**src/rtl/dmem_arbiter_if.sv**
```systemverilog
// Bundle between the two data-memory requesters, the arbiter and the data_mem port.
// The slave modport is the arbiter's view; master is the environment driving requests and memory.
interface dmem_arbiter_if #(
    parameter int AddressWidth = 10
);
    logic                    p0_req_i;
    logic                    p0_we_i;
    logic [AddressWidth-1:0] p0_addr_i;
    logic [31:0]             p0_wdata_i;
    logic [2:0]              p0_funct3_i;
    logic                    p0_gnt_o;
    logic                    p0_rvalid_o;
    logic [31:0]             p0_rdata_o;

    logic                    p1_req_i;
    logic                    p1_we_i;
    logic [AddressWidth-1:0] p1_addr_i;
    logic [31:0]             p1_wdata_i;
    logic [2:0]              p1_funct3_i;
    logic                    p1_gnt_o;
    logic                    p1_rvalid_o;
    logic [31:0]             p1_rdata_o;

    logic                    mem_r_en_o;
    logic                    mem_wr_en_o;
    logic [AddressWidth-1:0] mem_addr_o;
    logic [31:0]             mem_wr_data_o;
    logic [2:0]              mem_funct3_o;
    logic [31:0]             mem_r_data_i;
    logic                    err_o;

    modport slave (
        input  p0_req_i, p0_we_i, p0_addr_i, p0_wdata_i, p0_funct3_i,
        output p0_gnt_o, p0_rvalid_o, p0_rdata_o,
        input  p1_req_i, p1_we_i, p1_addr_i, p1_wdata_i, p1_funct3_i,
        output p1_gnt_o, p1_rvalid_o, p1_rdata_o,
        output mem_r_en_o, mem_wr_en_o, mem_addr_o, mem_wr_data_o, mem_funct3_o,
        input  mem_r_data_i,
        output err_o
    );

    modport master (
        output p0_req_i, p0_we_i, p0_addr_i, p0_wdata_i, p0_funct3_i,
        input  p0_gnt_o, p0_rvalid_o, p0_rdata_o,
        output p1_req_i, p1_we_i, p1_addr_i, p1_wdata_i, p1_funct3_i,
        input  p1_gnt_o, p1_rvalid_o, p1_rdata_o,
        input  mem_r_en_o, mem_wr_en_o, mem_addr_o, mem_wr_data_o, mem_funct3_o,
        output mem_r_data_i,
        input  err_o
    );
endinterface

```
**src/rtl/dmem_arbiter.sv**
```systemverilog
// Two-port fixed-priority data_mem arbiter with anti-starvation for port 1; read data returns 1 cycle after grant.
// Backpressure: a requester holds its request until gnt; port 1 is forced through after MaxWait lost cycles.
module dmem_arbiter #(
    parameter int AddressWidth = 10,
    parameter int MaxWait      = 4
) (
    input  logic           clk_i,
    input  logic           rst_i,
    dmem_arbiter_if.slave  bus
);
    localparam logic [3:0] MAX_WAIT = 4'(MaxWait);

    logic [3:0]              wait_cnt;
    logic [31:0]             rdata_q;
    logic                    gnt0;
    logic                    gnt1;
    logic                    any_gnt;
    logic                    sel_we;
    logic [AddressWidth-1:0] sel_addr;
    logic [31:0]             sel_wdata;
    logic [2:0]              sel_funct3;
    logic                    legal_st;

    always_comb begin
        gnt1 = ~rst_i & bus.p1_req_i & (~bus.p0_req_i | (wait_cnt == MAX_WAIT));
        gnt0 = ~rst_i & bus.p0_req_i & ~gnt1;
        any_gnt = gnt0 | gnt1;

        // With no grant the mux rests on port 0.
        sel_we     = gnt1 ? bus.p1_we_i     : bus.p0_we_i;
        sel_addr   = gnt1 ? bus.p1_addr_i   : bus.p0_addr_i;
        sel_wdata  = gnt1 ? bus.p1_wdata_i  : bus.p0_wdata_i;
        sel_funct3 = gnt1 ? bus.p1_funct3_i : bus.p0_funct3_i;

        legal_st = (sel_funct3 == 3'b000) | (sel_funct3 == 3'b001) | (sel_funct3 == 3'b010);
    end

    assign bus.p0_gnt_o      = gnt0;
    assign bus.p1_gnt_o      = gnt1;
    assign bus.mem_r_en_o    = any_gnt & ~sel_we;
    assign bus.mem_wr_en_o   = any_gnt & sel_we & legal_st;
    assign bus.mem_addr_o    = sel_addr;
    assign bus.mem_wr_data_o = sel_wdata;
    assign bus.mem_funct3_o  = sel_funct3;
    assign bus.p0_rdata_o    = rdata_q;
    assign bus.p1_rdata_o    = rdata_q;

    always_ff @(posedge clk_i) begin
        if (rst_i) begin
            wait_cnt        <= 4'd0;
            rdata_q         <= 32'd0;
            bus.p0_rvalid_o <= 1'b0;
            bus.p1_rvalid_o <= 1'b0;
            bus.err_o       <= 1'b0;
        end else begin
            bus.p0_rvalid_o <= gnt0 & ~bus.p0_we_i;
            bus.p1_rvalid_o <= gnt1 & ~bus.p1_we_i;
            bus.err_o       <= any_gnt & sel_we & ~legal_st;
            if (bus.mem_r_en_o) begin
                rdata_q <= bus.mem_r_data_i;
            end
            if (gnt1) begin
                wait_cnt <= 4'd0;
            end else if (bus.p1_req_i && gnt0 && wait_cnt != MAX_WAIT) begin
                wait_cnt <= wait_cnt + 4'd1;
            end
        end
    end
endmodule

```
**src/flat_wrapper.sv**
```systemverilog
// flat-port wrapper written by rule: the top's interface ports become plain ports
module dmem_arbiter_flat 
#(
    parameter int AddressWidth = 10,
    parameter int MaxWait      = 4
)
  (clk_i, rst_i, bus_p0_req_i, bus_p0_we_i, bus_p0_addr_i, bus_p0_wdata_i, bus_p0_funct3_i, bus_p0_gnt_o, bus_p0_rvalid_o, bus_p0_rdata_o, bus_p1_req_i, bus_p1_we_i, bus_p1_addr_i, bus_p1_wdata_i, bus_p1_funct3_i, bus_p1_gnt_o, bus_p1_rvalid_o, bus_p1_rdata_o, bus_mem_r_en_o, bus_mem_wr_en_o, bus_mem_addr_o, bus_mem_wr_data_o, bus_mem_funct3_o, bus_mem_r_data_i, bus_err_o);
  dmem_arbiter_if #(.AddressWidth(AddressWidth)) bus_i ();
  input  logic clk_i;
  input  logic rst_i;
  input wire logic [$bits(bus_i.p0_req_i)-1:0] bus_p0_req_i;
  input wire logic [$bits(bus_i.p0_we_i)-1:0] bus_p0_we_i;
  input wire logic [$bits(bus_i.p0_addr_i)-1:0] bus_p0_addr_i;
  input wire logic [$bits(bus_i.p0_wdata_i)-1:0] bus_p0_wdata_i;
  input wire logic [$bits(bus_i.p0_funct3_i)-1:0] bus_p0_funct3_i;
  output wire logic [$bits(bus_i.p0_gnt_o)-1:0] bus_p0_gnt_o;
  output wire logic [$bits(bus_i.p0_rvalid_o)-1:0] bus_p0_rvalid_o;
  output wire logic [$bits(bus_i.p0_rdata_o)-1:0] bus_p0_rdata_o;
  input wire logic [$bits(bus_i.p1_req_i)-1:0] bus_p1_req_i;
  input wire logic [$bits(bus_i.p1_we_i)-1:0] bus_p1_we_i;
  input wire logic [$bits(bus_i.p1_addr_i)-1:0] bus_p1_addr_i;
  input wire logic [$bits(bus_i.p1_wdata_i)-1:0] bus_p1_wdata_i;
  input wire logic [$bits(bus_i.p1_funct3_i)-1:0] bus_p1_funct3_i;
  output wire logic [$bits(bus_i.p1_gnt_o)-1:0] bus_p1_gnt_o;
  output wire logic [$bits(bus_i.p1_rvalid_o)-1:0] bus_p1_rvalid_o;
  output wire logic [$bits(bus_i.p1_rdata_o)-1:0] bus_p1_rdata_o;
  output wire logic [$bits(bus_i.mem_r_en_o)-1:0] bus_mem_r_en_o;
  output wire logic [$bits(bus_i.mem_wr_en_o)-1:0] bus_mem_wr_en_o;
  output wire logic [$bits(bus_i.mem_addr_o)-1:0] bus_mem_addr_o;
  output wire logic [$bits(bus_i.mem_wr_data_o)-1:0] bus_mem_wr_data_o;
  output wire logic [$bits(bus_i.mem_funct3_o)-1:0] bus_mem_funct3_o;
  input wire logic [$bits(bus_i.mem_r_data_i)-1:0] bus_mem_r_data_i;
  output wire logic [$bits(bus_i.err_o)-1:0] bus_err_o;
  assign bus_i.p0_req_i = bus_p0_req_i;
  assign bus_i.p0_we_i = bus_p0_we_i;
  assign bus_i.p0_addr_i = bus_p0_addr_i;
  assign bus_i.p0_wdata_i = bus_p0_wdata_i;
  assign bus_i.p0_funct3_i = bus_p0_funct3_i;
  assign bus_p0_gnt_o = bus_i.p0_gnt_o;
  assign bus_p0_rvalid_o = bus_i.p0_rvalid_o;
  assign bus_p0_rdata_o = bus_i.p0_rdata_o;
  assign bus_i.p1_req_i = bus_p1_req_i;
  assign bus_i.p1_we_i = bus_p1_we_i;
  assign bus_i.p1_addr_i = bus_p1_addr_i;
  assign bus_i.p1_wdata_i = bus_p1_wdata_i;
  assign bus_i.p1_funct3_i = bus_p1_funct3_i;
  assign bus_p1_gnt_o = bus_i.p1_gnt_o;
  assign bus_p1_rvalid_o = bus_i.p1_rvalid_o;
  assign bus_p1_rdata_o = bus_i.p1_rdata_o;
  assign bus_mem_r_en_o = bus_i.mem_r_en_o;
  assign bus_mem_wr_en_o = bus_i.mem_wr_en_o;
  assign bus_mem_addr_o = bus_i.mem_addr_o;
  assign bus_mem_wr_data_o = bus_i.mem_wr_data_o;
  assign bus_mem_funct3_o = bus_i.mem_funct3_o;
  assign bus_i.mem_r_data_i = bus_mem_r_data_i;
  assign bus_err_o = bus_i.err_o;
  dmem_arbiter #(.AddressWidth(AddressWidth), .MaxWait(MaxWait)) u_core (.clk_i(clk_i), .rst_i(rst_i), .bus(bus_i));
endmodule
```
**config.mk**
```make
export PLATFORM = sky130hd
export DESIGN_NAME = dmem_arbiter_flat
export DESIGN_NICKNAME = d
export VERILOG_FILES = /design/src/rtl/dmem_arbiter_if.sv /design/src/rtl/dmem_arbiter.sv /design/src/flat_wrapper.sv
export SDC_FILE = /design/constraint.sdc
export NUM_CORES = 1
export LEC_CHECK = 0
export ABC_AREA = 1
export CAP_MARGIN = 20
export CORE_ASPECT_RATIO = 0.75
export CORE_UTILIZATION = 30
export DETAILED_ROUTE_END_ITERATION = 8
export GPL_ROUTABILITY_DRIVEN = 0
export PLACE_DENSITY = 0.79
export SLEW_MARGIN = 25
export SYNTH_ARGS = -nofsm -noshare
export SYNTH_HDL_FRONTEND = slang
export SYNTH_SLANG_ARGS = --single-unit
```
**constraint.sdc**
```tcl
create_clock -name clk_i -period 1.7 [get_ports clk_i]
set_input_delay 0.17 -clock clk_i [delete_from_list [all_inputs] [get_ports clk_i]]
set_output_delay 0.17 -clock clk_i [all_outputs]
set_load 0.02 [all_outputs]
```
==> results.md, run 1 <==
- Initial antenna violation count: 1
- Commonest cells post-synth: nand2_1, inv_1, buf_4, dfxtp_1, nand3_1
- Die area: 9190 um^2
- CP max-delay cell: dfxtp_2
- Global route overflow: 0
- Critical path class: flop to output port
- Main flop type after synthesis: dfxtp_1
- DP Area: 5100 um^2
- Hpwl dp: 9050 um
- Global-route wire length before repair: 17,600 um
- DRC: 0
- Fin worst setup slack: -0.167 ns
- Highest clock rate: 535 MHz
- Syn-to-layout area delta: 114%
- Largest net degree at the start of global routing: 33
- Skew-Pair Late Insertion Delay: 0.28 ns
- Number of nets in the layout: 803
- EDFF count, synth: 0
- Post-route ant nets: 0
- Via/cell ratio: 4.39
- Post-CTS Hold Fix Bufs: 0
- Flops & latches, synth: 39
- Least-Margin Pin Slew: 0.322 ns
- Startpoint types: flop
- Pleak: 2.70 nW
- Syn nets: 567
- R2r setup slk: 0.11 ns
- I/O pins: 244
- Syn Std Cell Area: 2640 um^2
- Hold Fails Final Rpt: 0
- Yosys top cell area share: 0.296
- Slowest stage delay, CP: 0.32 ns
- Yosys warns: 0
- CTS tree: done
- Worst R2R Path Depth: 11
- GRT Util Overall: 0.255
- Slew margin rel.: 0.785
- Final Skew: 0.00572 ns
- Initial drt markers: 145
- MaxCap Viol Count: 0
- Clock Pin Slew Worst Setup and Hold Paths: 0.06 ns
- Asr flop ratio synth: 0
- Clock sink total: 39
- Root Buffer: clkbuf_16
- First drt pass iteration count: 4
- Critical Path End Type: output port
- Cell area after layout: 5660 um^2
- Worst-case clock buffer depth: 2
- Fill cell count: 707
- Sequential area share after synthesis: 0.296
- I/O Buffers: 243
- Horiz. Die Dim: 110 um
- Worst hold stages: 3
- Share of cells above drive strength 1: 0.208
- Vias: 3,429
- Unrepaired setup endpoints after global routing: true
- CP Data Arrival Time: 1.70 ns
- Fin Hold WS: 0.451 ns
- Total Wirelength: 12,200 um
- Number of global-route vias before repair: 3,461
- Worst reg2reg startpoint: u_core.wait_cnt[0]
- Final worst path period need: 1.87 ns
- Top cells by area, synth: dfxtp_1, nand2_1, buf_4
- Rows: 29
- Die height: 83.3 um
- Min-Delay Endpoint: u_core.bus.p0_rdata_o[29]
- H-tree levels: 2
- Post-synthesis cell type count: 21
- Synthesized instance count: 437
- Count of final max-slew check failures: 0
- CTS Buf Count: 5
- Mean Syn Cell Area: 6.04 um^2
- Capturing point of the worst reg2reg path: u_core.bus.err_o
- Post-Place Cells: 765
- Final setup fails: 46
- Worst path cell trace: inv_2 > ha_4 > nand3_4 > nand2_4 > nand2_8 > buf_6 > o21ai_4 > nand2_1 > nor2_1 > buf_4
- PwrDens: 645 nW/um^2
- Setup TNS: -4.27 ns
- Min-Delay Path Class: input port to flop
- Avg WL per Cell: 15.6 um
- Tcrit/Tclk final: 1.10
- Critical path fanouts, max: 4
- Largest area contributor in the netlist: dfxtp_1
- ANT cells: 0
- Post-route insts no fill: 781
- Failing checks: setup timing
- Outcome: finished with violations
- Cell with the most instances after synthesis: nand2_1
- Hold path start: bus_mem_r_data_i[29]
- Starting Density: 0.311
- Worst path required time: 1.53 ns
- Worst VDD drop: 0.531 mV
- Core area: 8490 um^2
cell type report:
class | count | area [um^2] | area share
clock buffers | 6 | 129 | 0.0228
clock inverters | 1 | 30.0 | 0.00531
inverters | 46 | 185 | 0.0327
multi-input cells | 298 | 1450 | 0.255
flip-flops and latches | 39 | 783 | 0.138
well taps | 108 | 135 | 0.0239
repair buffers | 283 | 2950 | 0.521
cell families (layout without fill, tap and decap cells):
family          Yosys count  in the layout  synth area share
flops                    39             39             0.296
compound gates            6              6            0.0128
simple gates            289            289             0.466
xor+xnor                  1              1           0.00332
buf+inv                 100            336             0.213
fa+ha+maj                 2              2           0.00947
critical path: cells and delay by family (launching register included):
kind,cells,cell delay (ns)
simple gates,5,0.40
buf+inv,3,0.36
flops,1,0.32
compound gates,1,0.19
fa+ha+maj,1,0.14
worst max path at each step:
stage                  startpoint                     to  slack, ns  cells after the start
6_report       u_core.wait_cnt[0]        bus_mem_wr_en_o      -0.17                     10
5_1_grt        u_core.wait_cnt[0]        bus_mem_wr_en_o      -0.24                     10
4_1_cts        u_core.wait_cnt[0]        bus_mem_wr_en_o      -0.12                     12
3_5_place_dp                rst_i  bus_mem_wr_data_o[22]      -0.53                      8
3_3_place_gp                rst_i  bus_mem_wr_data_o[22]      -0.53                      8
2_1_floorplan  u_core.wait_cnt[0]        bus_mem_wr_en_o       0.02                     11
state kept, by name (all words and copies together), names as in the netlist:
name                    cells
u_core.bus.p1_rvalid_o      1
u_core.bus.p0_rvalid_o      1
u_core.bus.p0_rdata_o      32
u_core.wait_cnt             4
u_core.bus.err_o            1
layer usage:
layer,vias up,track usage,wire length [um]
li1,1735,-,-
met1,1550,0.306,5030
met2,120,0.444,6110
met3,22,0.0644,750
met4,2,0.0670,258
met5,-,0,18
power breakdown:
part / internal (mW) / switching (mW)
Sequential: 0.988 / 0.0596
Clock: 0.685 / 0.353
Combinational: 0.834 / 0.729
Total: 2.51 / 1.14
metrics by stage:
stage                     worst slack, ns  power [mW]  utilization
after CTS                          -0.120        3.62        0.649
after floorplan                    0.0235        1.73            -
final                              -0.167        3.65        0.666
after global routing               -0.236        3.81        0.666
after detailed placement           -0.533        2.50        0.601
after global placement             -0.531        2.48        0.601
placed cells by master (no fill, tap or decap), types with 6 or more instances in the layout:
cell type        synthesis  routed
buf_4                   39      27
nand2_4                  5      12
nand3_1                 37      36
inv_1                   45      42
clkdlybuf4s50_1          0     193
nand2_1                205     182
nor2_1                  35      34
clkbuf_16                0       6
nand2_2                  2      17
buf_6                    4      51
dfxtp_1                 39      37
what timing repair did:
action	in CTS	in global routing
cloned	3	1
endpoints found under the setup margin	55	80
pin swaps	12	9
buffers inserted	2	3
gates resized for setup	321	27
Power figures use the tool's default switching activity.
==> run 2, diff against run 1 <==
--- a/config.mk
+++ b/config.mk
@@ -8,10 +8,10 @@
 export ABC_AREA = 1
 export CAP_MARGIN = 20
 export CORE_ASPECT_RATIO = 0.75
-export CORE_UTILIZATION = 30
+export CORE_UTILIZATION = 31
 export DETAILED_ROUTE_END_ITERATION = 8
 export GPL_ROUTABILITY_DRIVEN = 0
-export PLACE_DENSITY = 0.79
+export PLACE_DENSITY = 0.81
 export SLEW_MARGIN = 25
 export SYNTH_ARGS = -nofsm -noshare
 export SYNTH_HDL_FRONTEND = slang
==> results.md, run 2 (synthesized netlist as in run 1, its figures left out) <==
- MaxCap Viol Count: 0
- Tcrit/Tclk final: 1.10
- Worst path required time: 1.53 ns
- CTS tree: done
- Hold Fails Final Rpt: 0
- Initial drt markers: 146
- Horiz. Die Dim: 109 um
- Cell area after layout: 5550 um^2
- Unrepaired setup endpoints after global routing: true
- Outcome: finished with violations
- R2r setup slk: 0.10 ns
- Post-route ant nets: 0
- ANT cells: 0
- Final Skew: 0.00715 ns
- Worst reg2reg startpoint: u_core.wait_cnt[0]
- I/O pins: 244
- Highest clock rate: 535 MHz
- CP max-delay cell: dfxtp_2
- Launch point of the worst path: u_core.wait_cnt[0]
- Global route overflow: 0
- Placement Setup Slack: -0.520 ns
- Register Area: 783 um^2
- Largest net degree at the start of global routing: 33
- Core area: 8060 um^2
- Critical Path End Type: output port
- Critical path class: flop to output port
- Root Buffer: clkbuf_16
- Clock sink total: 39
- Number of global-route vias before repair: 3,354
- Worst VDD drop: 0.361 mV
- Fin worst setup slack: -0.169 ns
- Share of cells above drive strength 1: 0.222
- Failing checks: setup timing
- Rows: 28
- Critical path fanouts, max: 5
- Setup TNS: -4.98 ns
- Count of final max-slew check failures: 0
- Startpoint types: flop
- Final worst path period need: 1.87 ns
- Die area: 8900 um^2
- Min-Delay Path Class: input port to flop
- Most frequent cells in the layout: clkdlybuf4s50_1, nand2_1, inv_1, buf_6
- Worst R2R Path Depth: 10
- Slowest stage delay, CP: 0.32 ns
- First drt pass iteration count: 4
- Least-Margin Pin Slew: 0.325 ns
- Total Wirelength: 12,200 um
- Number of nets in the layout: 801
- DRC: 0
- Area of the multi-input gates: 1440 um^2
- Post-CTS Hold Fix Bufs: 0
- Critical path destination: bus_mem_funct3_o[0]
- GRT Util Overall: 0.263
- Starting Density: 0.328
- Crit. path cell count: 11
- Clock Pin Slew Worst Setup and Hold Paths: 0.06 ns
- Final core utilization: 0.688
- DP Area: 5070 um^2
- Skew-Pair Late Insertion Delay: 0.28 ns
- Vias: 3,472
- Avg WL per Cell: 15.7 um
- Pleak: 2.63 nW
- Capturing point of the worst reg2reg path: u_core.bus.p0_rdata_o[0]
- Syn-to-layout area delta: 110%
- Slew margin rel.: 0.782
- Commonest non-fill, non-tap cell in the layout: clkdlybuf4s50_1
- Die height: 81.9 um
- Worst path cell trace: inv_2 > ha_4 > nand3_4 > nand2_4 > nand2_8 > buf_12 > nand2_2 > nand2_2 > buf_4 > buf_6 > buf_6
- Cell family with most CP delay: buffers and inverters
- Final setup fails: 48
- Initial antenna violation count: 0
- Fin Hold WS: 0.455 ns
- H-tree levels: 2
- PwrDens: 631 nW/um^2
- Hpwl dp: 9230 um
- Bufs and invs on worst path: 5
- Max FFs per register: 32
- Fill cell count: 662
- Global-route wire length before repair: 17,500 um
- I/O Buffers: 243
- CTS Buf Count: 5
- CP Data Arrival Time: 1.70 ns
- Worst-case clock buffer depth: 2
- Via/cell ratio: 4.47
[run 2: cell types whose count changed in the layout (fill, tap and decap cells not counted), moves of 4 or more]
cell / previous run / this run
nand2_2: 17 / 34
buf_6: 51 / 39
buf_4: 27 / 31
nand2_1: 182 / 171
nand2_4: 12 / 6
buf_2: 0 / 6
[run 2: how the worst min path moves through the flow]
stage                              start                        end  slack [ns]  cells after the start
global route        bus_mem_r_data_i[17]  u_core.bus.p0_rdata_o[17]        0.47                      3
floorplan           bus_mem_r_data_i[25]  u_core.bus.p0_rdata_o[25]        0.31                      2
finish              bus_mem_r_data_i[19]  u_core.bus.p0_rdata_o[19]        0.45                      3
detailed placement    u_core.wait_cnt[3]         u_core.wait_cnt[3]        0.46                      2
global placement      u_core.wait_cnt[3]         u_core.wait_cnt[3]        0.45                      2
CTS                  bus_mem_r_data_i[6]   u_core.bus.p0_rdata_o[6]        0.45                      3
[run 2: layout make-up]
type,instances,share of cell area
repair buffers,281,0.518
clock inverters,1,0.000902
well taps,105,0.0237
multi-input cells,298,0.259
flip-flops and latches,39,0.141
clock buffers,6,0.0250
inverters,46,0.0320
[run 2: metal layers]
layer  GRT usage  vias to the layer above  share of wire
met5           0                        -              0
li1            -                     1731              -
met1       0.314                     1548           0.41
met3      0.0667                       34          0.066
met4       0.120                        0          0.038
met2       0.445                      159           0.49
[run 2: worst register-to-register path: stages, from the launching register on]
cell and delay (ns):
dfxtp_2 0.32, inv_2 0.08, ha_4 0.15, nand3_4 0.07
nand2_4 0.11, buf_4 0.14, nand3b_4 0.10, nand2_4 0.11
buf_6 0.25, nand3_1 0.14, nand2_1 0.10
[run 2: timing repair]
| action | 4_1_cts | 5_1_grt |
|---|---|---|
| cloned | 2 | 1 |
| setup endpoints to repair | 81 | 81 |
| resized for setup | 303 | 41 |
| pin swaps | 11 | 7 |
| setup buffers | 2 | 3 |
[run 2: power breakdown]
group          internal, mW  total [mW]  switching [mW]  leakage [nW]
clock                 0.572       0.915           0.343        0.0727
combinational         0.815        1.54           0.727          2.23
sequential            0.988        1.05          0.0578         0.322
total                  2.38        3.50            1.13          2.63
[run 2: through the flow]
step           instances  total power [mW]
3_5_place_dp         761              2.49
3_3_place_gp         761              2.48
2_1_floorplan        437              1.73
4_1_cts              772              3.45
6_report             776              3.50
5_1_grt              776              3.68
==> run 3, diff against run 2 <==
--- a/config.mk
+++ b/config.mk
@@ -12,7 +12,6 @@
 export DETAILED_ROUTE_END_ITERATION = 8
 export GPL_ROUTABILITY_DRIVEN = 0
 export PLACE_DENSITY = 0.81
-export SLEW_MARGIN = 25
 export SYNTH_ARGS = -nofsm -noshare
 export SYNTH_HDL_FRONTEND = slang
 export SYNTH_SLANG_ARGS = --single-unit
==> results of run 3 <==
No change in the layout: final DEF, timing and power equal those of run 2.
